===== src/rtl/micromind_seq_checker_sat_counter.sv =====
// ============================================================================
// Module   : micromind_sat_counter
// Brief    : Accumulator that sticks at all-ones instead of wrapping.
// Revision : 1.0
// ============================================================================
`default_nettype none

module micromind_sat_counter #(
  parameter int WIDTH = 16
) (
  input  wire logic             clk,
  input  wire logic             reset,
  input  wire logic             clear,
  input  wire logic             inc,
  input  wire logic [WIDTH-1:0] inc_val,
  output logic      [WIDTH-1:0] value
);

  logic [WIDTH-1:0] r_value;
  logic [WIDTH:0]   w_sum;

  assign w_sum = {1'b0, r_value} + {1'b0, inc_val};
  assign value = r_value;

  always_ff @(posedge clk) begin
    if (reset || clear) begin
      r_value <= '0;
    end else if (inc) begin
      r_value <= w_sum[WIDTH] ? '1 : w_sum[WIDTH-1:0];
    end
  end

endmodule

`default_nettype wire


===== config.mk =====
export PLATFORM = sky130hd
export DESIGN_NAME = micromind_sat_counter
export DESIGN_NICKNAME = d
export VERILOG_FILES = /design/src/rtl/micromind_seq_checker_sat_counter.sv
export SDC_FILE = /design/constraint.sdc
export NUM_CORES = 1
export LEC_CHECK = 0
export BUFFER_PORTS_ARGS = -buffer_cell sky130_fd_sc_hd__buf_4
export CAP_MARGIN = 10
export CORE_UTILIZATION = 52
export CTS_CLUSTER_DIAMETER = 120
export DETAILED_ROUTE_END_ITERATION = 12
export PLACE_DENSITY = 0.79
export SLEW_MARGIN = 20
export SYNTH_ARGS = -nofsm -noshare
export SYNTH_HDL_FRONTEND = slang
export SYNTH_SLANG_ARGS = --single-unit

===== constraint.sdc =====
create_clock -name clk -period 2.9 [get_ports clk]
set_clock_uncertainty 0.2 [all_clocks]
set_input_delay 0.29 -clock clk [delete_from_list [all_inputs] [get_ports clk]]
set_output_delay 0.29 -clock clk [all_outputs]
set_load 0.02 [all_outputs]

Yosys cells after proc, flatten, opt, wreduce, memory -nomap -nowiden
Cells that the tools add are included.
{"block": "classes", "n_reduce_logical": 1, "addsub": 1, "n_mux": 1}
{"operator": "16-bit by 16-bit adder with 17-bit output", "count": 1}
{"operator": "16-bit 2-to-1 mux", "count": 1}
{"operator": "1-bit logical OR", "count": 1}
{"block": "totals", "output_inout_bits": 16, "register_bits": 16}

Logic depth before layout (Yosys ltp)
{"block": "depth", "word_depth": 2, "ltp_mapped": 9, "mapped_depth_nobuf": 8}

Worst setup path before layout
Ideal clock, no wire load.
{"block": "synth_path", "path_type": "flip-flop to flip-flop", "from": "reg r_value[0] (netlist: value[0])", "to": "reg r_value[0] (netlist: value[0])", "synth_period_minus_slack_ns": 2.436, "stages_incl_launch_ff": 10, "arrival_ns": 2.117, "setup_ns": 0.119, "n_path_buf": 1, "slack_ns": 0.464, "path_cell_list": "dfxtp_1 -> ha_1 -> fa_1 -> a21o_1 -> nand4_1 -> a31oi_4 -> a22oi_4 -> o21ai_4 -> buf_6 -> o221a_2"}
{"block": "synth_between", "elab_chain_cells": 2}
{"item": "start: declaration", "line": "19", "rtl": "logic [WIDTH-1:0] r_value;"}
{"item": "start signal: assignment", "line": "29", "rtl": "r_value <= w_sum[WIDTH] ? '1 : w_sum[WIDTH-1:0];"}
{"item": "16-bit by 16-bit adder with 17-bit output", "line": "22", "rtl": "assign w_sum = {1'b0, r_value} + {1'b0, inc_val};"}
{"item": "16-bit 2-to-1 mux", "line": "29"}
No other way between the ends.
A chain may end at the register's enable or synchronous reset.

Final worst setup path
{"block": "layout_path", "from": "reg r_value[0] (netlist: value[0])", "to": "reg r_value[6] (netlist: value[6])"}
Same word-level chain as after synthesis.

==> flow_summary_export.csv <==
group,metric,value,unit
grt,track_usage,24.22,%
setup_path,end_kind,"register",
setup_path,critPathSlowestCell,"fa_1",
run,drv_cap,0,
power_and_ir_drop,cellPowerDensity,363.0,nW/um^2
routing,drc_errors,0,
setup_path,crit_path_max_fanout,15,
setup_path,reg2reg_depth,8,
routing,wl,3057,um
grt,first_global_vias,1182,
sta,timing.hold.ws,0.1989,ns
floorplan,die_area,2816,um^2
yosys,synth.distinct_cells,42,
setup_path,critPathLaunch,"value[0]",
routing,antenna_left,0,
cells_and_area,syn_to_final_growth,21.03,%
clock_tree,hold_buffers,0,
placement,dp_hpwl,2323,um
cells_and_area,layout-drive-gt1-share,35.76,%
placement,dp_slack,0.3455,ns
floorplan,chipWidth,53.07,um
sta,rsz0062_at_grt,"false",
cells_and_area,layout_common_cells,"buf_4, ha_1, dfxtp_1",
placement,io_buffer_count,35,
yosys,ys_warn_count,0,
yosys,netlist_instances,130,
worst_hold_path,min_path_type,"in -> reg",
routing,drt_iter0_drc,25,
yosys,yosys.area.top_type,"dfxtp_1",
floorplan,coreArea,2477,um^2
yosys,yosysSeqAreaShare,23.62,%
setup_path,crit_type,"reg -> reg",
floorplan,die_h,53.07,um
setup_path,r2r_end,"value[6]",
floorplan,fp-row-count,18,
setup_path,crit_arrival,2.49,ns
sta,setup_ws,0.3920,ns
clock_tree,cts_tree,"yes",
yosys,ys.flop_type,"dfxtp_1",
clock_tree,clkTransAtPathRegs,0.09,ns
sta,fmax,398.7,MHz
clock_tree,cts-resized-gates,0,
cells_and_area,finalNetCount,204,
routing,vias,1204,
setup_path,reg2reg_slack,0.39,ns
sta,maxSlewViolCount,0,
setup_path,crit_family,"compound AO/OA/AOI/OAI gates",
clock_tree,clock_latency,0.28,ns
clock_tree,post-cts-setup-buffers,0,
routing,via_per_inst,6.174,
setup_path,cp.depth,8,
sta,fin_setup_tns,0,ns
yosys,synth_edf_count,0,
cells_and_area,largest_reg_flops,16,
clock_tree,root_buffer,"clkbuf_4",
grt,overflow,0,
sta,hold_viol_final,0,
yosys,syn_avg_cell_area,10.43,um^2
setup_path,cp_data_required_time,2.89,ns
routing,dr.pass1.iters,4,
setup_path,path_cells,"ha_1 > fa_1 > a21o_1 > nand4_1 > a31oi_4 > a22oi_4 > o21ai_4 > o221a_2",
yosys,netlist_top_cells_area,"dfxtp_1, ha_1, o221a_1",
cells_and_area,layout_commonest_cell,"buf_4",
setup_path,slowest_delay,0.41,ns
grt,grt_max_degree,18,
yosys,synth_area,1356,um^2
floorplan,ioPinCount,36,
sta,min_period_over_period,86.48,%
worst_hold_path,hold_start,"inc_val[0]",
yosys,async_flop_share,0,%
setup_path,reg2reg_from,"value[0]",
clock_tree,cts_buffer_depth,2,
sta,setup_viol,0,
yosys,synth_seq_cells,16,
routing,wl_per_cell,15.68,um
grt,grt_pass1_wl,5037,um
sta,min_period,2.508,ns
sta,max-slew-margin-rel,70.04,%
cells_and_area,fin_util,66.26,%
cells_and_area,antennaDiodeCount,0,
grt,antenna_found_initial,0,
clock_tree,cts_buffers,3,
power_and_ir_drop,p_leak,0.7360,nW
clock_tree,cts.sinks,16,
setup_path,endpoint,"value[6]",
floorplan,initial_core_util,54.75,%
yosys,synth_top_area_share,23.62,%
placement,globalplace.congestion,0.8808,
clock_tree,h-tree-depth,1,
power_and_ir_drop,peakVddDrop,270.4,uV
setup_path,startpoint_type,"register",
outcome,status,"finished clean",
yosys,syn_nets,167,
sta,worst_slew_pin_slew,0.4446,ns
setup_path,crit_buf_inv,0,
## cell families after synthesis
| logic type | count (synthesis) | share of synthesized area [%] |
|---|---|---|
| AOI/OAI and AO/OA | 49 | 35.42 |
| xor gates and xnor gates | 14 | 9.041 |
| adders and majority gates | 17 | 16.24 |
| buffers and inverters | 6 | 3.875 |
| DFF | 16 | 23.62 |
| and+or+nand+nor | 28 | 11.81 |
## metal layers
metal	vias to the layer above	share of wire [%]	track usage [%]
met3	6	2.7	2.874
met5	-	0	0
met4	0	1.7	11.40
li1	585	-	-
met2	33	49	41.98
met1	580	46	29.28
## area by class of cell
type	count	area, um^2
Inverter	2	7.507
Fill cell	224	835.8
Sequential cell	16	320.3
Clock buffer	3	22.52
Multi-Input combinational cell	108	983.4
Timing Repair Buffer	36	270.3
Tap cell	30	37.54
## tightest hold or removal path, delay by kind of cell
family                     cells  cell delay [ns]
AOI/OAI and AO/OA              1             0.17
adders and majority gates      1             0.12
buffers and inverters          1             0.08
## through the flow
stage          cell area, um^2  total power (W)  instances
2_1_floorplan             1356        0.0004163        130
3_3_place_gp              1619        0.0004747        192
3_5_place_dp              1619        0.0004826        192
4_1_cts                   1642        0.0005985        195
5_1_grt                   1642        0.0006288        195
6_report                  1642        0.0005958        195
## power breakdown
group          switching (W)  leakage (nW)  internal [W]
sequential         0.0000112         0.131      0.000232
clock              0.0000698        0.0138     0.0000483
combinational       0.000125         0.591      0.000110
## cell usage after synthesis, types with 2 or more instances
| cell | n |
|---|---|
| xor2_1 | 5 |
| a21o_1 | 2 |
| ha_1 | 16 |
| a21oi_2 | 3 |
| nand2_1 | 5 |
| nor3_1 | 3 |
| a31oi_1 | 3 |
| inv_1 | 2 |
| nand3_1 | 3 |
| o21ai_0 | 5 |
| nor2_1 | 4 |
| a21oi_1 | 7 |
| o221a_2 | 4 |
| and3_4 | 2 |
| and2_1 | 3 |
| o21ai_4 | 2 |
| dfxtp_1 | 16 |
| a221o_1 | 2 |
| o221a_1 | 11 |
| nor2b_1 | 2 |
| xnor2_1 | 9 |
## how the worst min path moves through the flow
stage | end | cells after the start
after floorplan | value[15] | 2
after global placement | value[9] | 1
after detailed placement | value[10] | 1
after CTS | value[0] | 3
after global routing | value[0] | 3
final | value[0] | 3
(Power assumes the default switching activity.)
